### config.mk
export PLATFORM = sky130hd
export DESIGN_NAME = atan_share_ctrl_flat
export DESIGN_NICKNAME = d
export VERILOG_FILES = /design/src/rtl/atan_share_ctrl_if.sv /design/src/rtl/atan_share_ctrl.sv /design/src/flat_wrapper.sv
export SDC_FILE = /design/constraint.sdc
export NUM_CORES = 1
export LEC_CHECK = 0
export ABC_AREA = 1
export BUFFER_PORTS_ARGS = -buffer_cell sky130_fd_sc_hd__buf_2
export CORE_ASPECT_RATIO = 0.7
export CORE_MARGIN = 1.5
export CORE_UTILIZATION = 51
export DETAILED_ROUTE_END_ITERATION = 10
export PLACE_DENSITY_LB_ADDON = 0.1
export SETUP_SLACK_MARGIN = 0.3
export SLEW_MARGIN = 20
export SYNTH_ARGS = -nofsm -noshare
export SYNTH_HDL_FRONTEND = slang
export SYNTH_SLANG_ARGS = --single-unit
### constraint.sdc
create_clock -name clk -period 4.52 [get_ports clk]
set_input_delay 0.678 -clock clk [delete_from_list [all_inputs] [get_ports clk]]
set_output_delay 0.678 -clock clk [all_outputs]
set_load 0.05 [all_outputs]
### src/rtl/atan_share_ctrl_if.sv
// Request, response and core-side signal bundle of the shared arctangent controller.
// "slave" is the controller's view; "master" is the requester/downstream/core environment.
interface atan_share_ctrl_if #(
  parameter int NREQ = 4,
  parameter int ID_W = 2
);
  logic [NREQ-1:0]    req_valid;
  logic [NREQ*17-1:0] req_data;
  logic [NREQ-1:0]    req_ready;
  logic               rsp_valid;
  logic               rsp_ready;
  logic [ID_W-1:0]    rsp_id;
  logic [11:0]        rsp_data;
  logic               rsp_err;
  logic               busy;
  logic               core_trig;
  logic [16:0]        core_para;
  logic               core_vld;
  logic [11:0]        core_atany;

  modport slave (
    input  req_valid, req_data, rsp_ready, core_vld, core_atany,
    output req_ready, rsp_valid, rsp_id, rsp_data, rsp_err, busy, core_trig, core_para
  );

  modport master (
    output req_valid, req_data, rsp_ready, core_vld, core_atany,
    input  req_ready, rsp_valid, rsp_id, rsp_data, rsp_err, busy, core_trig, core_para
  );
endinterface

### src/rtl/atan_share_ctrl.sv
// Round-robin time-sharing of one iterative arctangent core among NREQ requesters,
// with a watchdog on the core's done pulse and an id-tagged valid/ready response.
module atan_share_ctrl #(
  parameter int NREQ    = 4,
  parameter int ID_W    = 2,
  parameter int TIMEOUT = 15,
  parameter int TMR_W   = 5
) (
  input logic               clk,
  input logic               rst,
  atan_share_ctrl_if.slave  bus
);

  typedef enum logic [1:0] {
    IDLE  = 2'd0,
    ISSUE = 2'd1,
    WAIT  = 2'd2,
    RESP  = 2'd3
  } state_e;

  state_e             state_r;
  state_e             state_n;
  logic [ID_W-1:0]    rr_ptr_r;
  logic [ID_W-1:0]    id_r;
  logic [16:0]        core_para_r;
  logic [TMR_W-1:0]   tmr_r;
  logic [11:0]        rsp_data_r;
  logic               rsp_err_r;
  logic               rsp_valid_r;
  logic               core_trig_r;
  logic               busy_r;

  logic [ID_W:0]      pick_s;
  logic [ID_W-1:0]    grant_s;
  logic               grant_hit_s;
  logic [NREQ-1:0]    req_ready_s;
  logic [NREQ*17-1:0] data_sh_s;
  logic [16:0]        op_sel_s;
  logic [TMR_W-1:0]   tmr_inc_s;
  logic               timeout_s;
  logic [ID_W-1:0]    rr_next_s;

  // First set request at or above ptr, wrapping; MSB of the result flags a hit.
  function automatic logic [ID_W:0] rr_pick(input logic [NREQ-1:0] valid,
                                            input logic [ID_W-1:0] ptr);
    logic [ID_W:0]   res;
    logic [NREQ-1:0] sh;
    int unsigned     idx;
    res = '0;
    for (int k = NREQ - 1; k >= 0; k--) begin
      idx = (32'(ptr) + 32'(k)) % 32'(NREQ);
      sh  = valid >> idx;
      if (sh[0]) begin
        res = {1'b1, idx[ID_W-1:0]};
      end else begin
        res = res;
      end
    end
    return res;
  endfunction

  // Grant selection, operand mux and watchdog arithmetic.
  always_comb begin
    pick_s      = rr_pick(bus.req_valid, rr_ptr_r);
    grant_s     = pick_s[ID_W-1:0];
    grant_hit_s = pick_s[ID_W];
    data_sh_s   = bus.req_data >> (17 * int'(grant_s));
    op_sel_s    = data_sh_s[16:0];
    tmr_inc_s   = tmr_r + TMR_W'(1'b1);
    // tmr_inc_s is the number of WAIT cycles elapsed including this one
    timeout_s   = (tmr_inc_s == TMR_W'(TIMEOUT - 1));
    if (id_r == ID_W'(NREQ - 1)) begin
      rr_next_s = '0;
    end else begin
      rr_next_s = id_r + ID_W'(1'b1);
    end
  end

  // Next-state decode; req_ready is the only combinational output.
  always_comb begin
    state_n     = state_r;
    req_ready_s = '0;
    case (state_r)
      IDLE: begin
        if (grant_hit_s) begin
          state_n     = ISSUE;
          req_ready_s = {{(NREQ-1){1'b0}}, 1'b1} << grant_s;
        end else begin
          state_n = IDLE;
        end
      end
      ISSUE: begin
        state_n = WAIT;
      end
      WAIT: begin
        if (bus.core_vld || timeout_s) begin
          state_n = RESP;
        end else begin
          state_n = WAIT;
        end
      end
      RESP: begin
        if (bus.rsp_ready) begin
          state_n = IDLE;
        end else begin
          state_n = RESP;
        end
      end
      default: begin
        state_n = IDLE;
      end
    endcase
  end

  // State, round-robin pointer, operand/result registers and registered outputs.
  always_ff @(posedge clk) begin
    if (rst) begin
      state_r     <= IDLE;
      rr_ptr_r    <= '0;
      id_r        <= '0;
      core_para_r <= 17'd0;
      tmr_r       <= '0;
      rsp_data_r  <= 12'd0;
      rsp_err_r   <= 1'b0;
      rsp_valid_r <= 1'b0;
      core_trig_r <= 1'b0;
      busy_r      <= 1'b0;
    end else begin
      state_r     <= state_n;
      rsp_valid_r <= (state_n == RESP);
      core_trig_r <= (state_n == ISSUE);
      busy_r      <= (state_n != IDLE);
      case (state_r)
        IDLE: begin
          if (grant_hit_s) begin
            id_r        <= grant_s;
            core_para_r <= op_sel_s;
          end
        end
        ISSUE: begin
          tmr_r <= '0;
        end
        WAIT: begin
          tmr_r <= tmr_inc_s;
          // a done pulse coinciding with expiry still delivers the real result
          if (bus.core_vld) begin
            rsp_data_r <= bus.core_atany;
            rsp_err_r  <= 1'b0;
          end else if (timeout_s) begin
            rsp_data_r <= 12'd0;
            rsp_err_r  <= 1'b1;
          end
        end
        RESP: begin
          if (bus.rsp_ready) begin
            rr_ptr_r <= rr_next_s;
          end
        end
        default: begin
          tmr_r <= '0;
        end
      endcase
    end
  end

  assign bus.req_ready = req_ready_s;
  assign bus.rsp_valid = rsp_valid_r;
  assign bus.rsp_id    = id_r;
  assign bus.rsp_data  = rsp_data_r;
  assign bus.rsp_err   = rsp_err_r;
  assign bus.busy      = busy_r;
  assign bus.core_trig = core_trig_r;
  assign bus.core_para = core_para_r;

endmodule

### src/flat_wrapper.sv
// flat-port wrapper written by rule: the top's interface ports become plain ports
module atan_share_ctrl_flat 
#(
  parameter int NREQ    = 4,
  parameter int ID_W    = 2,
  parameter int TIMEOUT = 15,
  parameter int TMR_W   = 5
)
  (clk, rst, bus_req_valid, bus_req_data, bus_rsp_ready, bus_core_vld, bus_core_atany, bus_req_ready, bus_rsp_valid, bus_rsp_id, bus_rsp_data, bus_rsp_err, bus_busy, bus_core_trig, bus_core_para);
  atan_share_ctrl_if #(.NREQ(NREQ), .ID_W(ID_W)) bus_i ();
  input logic clk;
  input logic rst;
  input wire logic [$bits(bus_i.req_valid)-1:0] bus_req_valid;
  input wire logic [$bits(bus_i.req_data)-1:0] bus_req_data;
  input wire logic [$bits(bus_i.rsp_ready)-1:0] bus_rsp_ready;
  input wire logic [$bits(bus_i.core_vld)-1:0] bus_core_vld;
  input wire logic [$bits(bus_i.core_atany)-1:0] bus_core_atany;
  output wire logic [$bits(bus_i.req_ready)-1:0] bus_req_ready;
  output wire logic [$bits(bus_i.rsp_valid)-1:0] bus_rsp_valid;
  output wire logic [$bits(bus_i.rsp_id)-1:0] bus_rsp_id;
  output wire logic [$bits(bus_i.rsp_data)-1:0] bus_rsp_data;
  output wire logic [$bits(bus_i.rsp_err)-1:0] bus_rsp_err;
  output wire logic [$bits(bus_i.busy)-1:0] bus_busy;
  output wire logic [$bits(bus_i.core_trig)-1:0] bus_core_trig;
  output wire logic [$bits(bus_i.core_para)-1:0] bus_core_para;
  assign bus_i.req_valid = bus_req_valid;
  assign bus_i.req_data = bus_req_data;
  assign bus_i.rsp_ready = bus_rsp_ready;
  assign bus_i.core_vld = bus_core_vld;
  assign bus_i.core_atany = bus_core_atany;
  assign bus_req_ready = bus_i.req_ready;
  assign bus_rsp_valid = bus_i.rsp_valid;
  assign bus_rsp_id = bus_i.rsp_id;
  assign bus_rsp_data = bus_i.rsp_data;
  assign bus_rsp_err = bus_i.rsp_err;
  assign bus_busy = bus_i.busy;
  assign bus_core_trig = bus_i.core_trig;
  assign bus_core_para = bus_i.core_para;
  atan_share_ctrl #(.NREQ(NREQ), .ID_W(ID_W), .TIMEOUT(TIMEOUT), .TMR_W(TMR_W)) u_core (.clk(clk), .rst(rst), .bus(bus_i));
endmodule
==> flow_metrics.py <==
metrics = {
    "outcome": {
        "run_status": "complete, no violations",
    },
    "synthesis": {
        "syn_area_per_cell_um2": 6.29,
        "synth_seq_cells": 44,
        "synth.cell_area_um2": 2770,
        "yosysSeqAreaShare_pct": 31.8,
        "synth.distinct_cells": 31,
        "ys.flop_type": "dfxtp_1",
        "synth_nets": 535,
        "synth_warnings": 0,
        "async_reset_ff_share_pct": 0,
        "synth_edf_count": 0,
        "synth_cells": 441,
    },
    "critical_path": {
        "end_kind": "output port",
        "critical_path_class": "reg -> out",
        "start_kind": "flop",
        "cp_max_fo": 12,
        "cp.required_ns": 3.84,
        "cp.arrival_ns": 2.65,
    },
    "sta": {
        "fin_skew_ns": 0.00872,
        "min_period_over_period_pct": 73.7,
        "fin_setup_tns_ns": 0,
        "finalSetupViolCount": 0,
        "finalMaxSlewViolations": 0,
        "fin_crit_ns": 3.33,
        "fin_ws_ns": 1.19,
        "rsz0062_at_grt": "no",
        "tightest_slew_ns": 0.677,
        "hold_violations": 0,
        "max_clock_freq_mhz": 300,
        "slew_headroom_pct": 54.8,
    },
    "route": {
        "avgRoutedWirePerCell_um": 11.9,
        "drt-total-wl_um": 7430,
        "vias_per_cell": 4.93,
        "drc_errors": 0,
        "vias": 3094,
        "drt_iter0_markers": 150,
        "ant_nets": 0,
        "drt-pass1-iter-count": 5,
    },
    "floorplanning": {
        "fp.dieW_um": 91.1,
        "ios": 127,
        "initial_core_util_pct": 53.0,
        "dieArea_um2": 5900,
        "design.core.area_um2": 5230,
        "die_h_um": 64.7,
        "fp-row-count": 22,
    },
    "placed_design": {
        "port-buffer-count": 126,
        "dpl_worst_slack_ns": 1.31,
        "dpl.cell_count": 619,
        "hpwlAfterDp_um": 5710,
        "gp_congestion": 0.879,
        "placed_cell_area_um2": 3370,
    },
    "global_routing": {
        "grt.total_usage_pct": 25.5,
        "grt_max_degree": 47,
        "antenna_found_initial": 0,
        "grt_remaining_overflow": 0,
        "grt_pass1_wl_um": 12200,
        "grt_pass1_vias": 2835,
    },
    "pwr": {
        "clock_power_share_pct": 28.3,
        "combPwrFrac_pct": 39.7,
        "p_per_area_nw_per_um2": 417,
        "p_int_uw": 882,
        "p_leak_nw": 2.02,
        "finalPower_mw": 1.47,
        "p_seq_share_pct": 32.0,
        "p_sw_uw": 591,
        "peakVddDrop_mv": 0.242,
        "netSwitchingFraction_pct": 40.1,
    },
    "final_layout": {
        "final_common_cell": "buf_2",
        "final_cell_mix": "buf_2 (126), nand2_1 (92), nand3_1 (75)",
        "fin_area_um2": 3530,
        "drive_above_1_share_pct": 28.5,
        "layout.nets": 648,
        "diodes": 0,
        "synthToLayoutAreaGrowth_pct": 27.3,
        "instances_no_fill": 627,
    },
    "clocking": {
        "htreeDepth": 2,
        "cts_tree": "built",
        "clk_latency_ns": 0.30,
        "postCtsSetupRepairBufs": 0,
        "clk_pin_slew_worst_paths_ns": 0.09,
        "cts-resized-gates": 0,
        "clock_sinks": 44,
        "root_buffer": "clkbuf_8",
        "hold_buffers": 0,
        "clock_path_buffers": 2,
        "cts_buffers": 5,
    },
    "flow_run": {
        "drv_cap": 0,
    },
    "worst_hold_path": {
        "worst_hold_path_type": "reg -> reg",
    },
}
per-layer routing:
metal	GRT usage, %	vias up	share of wire, %
li1	-	1590	-
met1	33.6	1365	46
met2	42.3	130	45
met3	4.93	9	7.9
met4	8.20	0	1.0
met5	0	-	0
cells in the mapped netlist, types with 3 or more instances:
cell type,number,area share (%)
a21oi_1,17,3.1
buf_2,6,1.1
buf_6,6,2.4
clkbuf_1,7,0.95
dfxtp_1,44,32
ha_1,6,2.7
inv_1,72,9.7
inv_2,3,0.41
nand2_1,92,12
nand2_2,4,0.90
nand3_1,75,14
nand3_2,3,1.1
nor2_1,72,9.7
nor3b_2,8,3.6
o21ai_0,4,0.72
worst paths after layout:
check | start | endpoint | slack (ns) | cells past startpoint
max | u_core.rr_ptr_r[0] | bus_req_ready[3] | 1.19 | 8
min | u_core.tmr_r[4] | u_core.tmr_r[4] | 0.48 | 2
max reg2reg | u_core.rr_ptr_r[0] | u_core.bus.core_para[8] | 2.12 | 12
min reg2reg | u_core.tmr_r[4] | u_core.tmr_r[4] | 0.48 | 2
layout make-up:
class | instances | area (um^2)
sequential | 44 | 881
timing repair buffer | 129 | 653
inverter | 75 | 282
multi-input combinational | 299 | 1470
tap | 72 | 90.1
clock buffer | 5 | 68.8
clock inverter | 3 | 90.1
fill | 475 | 1700
per-stage QoR:
| stage | util (%) | hold slack [ns] |
|---|---|---|
| floorplan | - | 0.444 |
| global placement | 64.5 | 0.454 |
| detailed placement | 64.5 | 0.471 |
| CTS | 67.5 | 0.483 |
| global route | 67.5 | 0.499 |
| finish | 67.5 | 0.477 |
kinds of logic (layout without fill, tap and decap cells):
group | Yosys count | count (layout) | synth area share (%)
AND/OR/NAND/NOR | 260 | 260 | 42.7
buffers and inverters | 98 | 212 | 15.4
flip-flops | 44 | 44 | 31.8
AO/OA/AOI/OAI | 30 | 30 | 6.45
adder cells (fa/ha/maj) | 6 | 6 | 2.71
XOR/XNOR | 3 | 3 | 0.947
power by group through the flow:
stage	logic [mW]	clock network [mW]	registers (mW)
2_1_floorplan	0.290	0	0.638
3_3_place_gp	0.573	0	0.479
3_5_place_dp	0.582	0	0.480
4_1_cts	0.585	0.421	0.472
5_1_grt	0.641	0.440	0.478
6_report	0.585	0.416	0.472
worst max-delay path, cell delays in order (launching register included):
cell,delay (ns)
dfxtp_1,0.54
nand2_1,0.09
o21ai_1,0.15
nor2_1,0.11
and3_1,0.18
nor2_2,0.33
nand2_1,0.44
nor2_1,0.21
buf_2,0.29
sequential cells by signal, summed over array words and instances, names as in the netlist, 2 cells and up:
signal	cells
u_core.bus.core_para	17
u_core.bus.rsp_data	12
u_core.bus.rsp_id	2
u_core.rr_ptr_r	2
u_core.state_r	2
u_core.tmr_r	5
(Power assumes the default switching activity.)
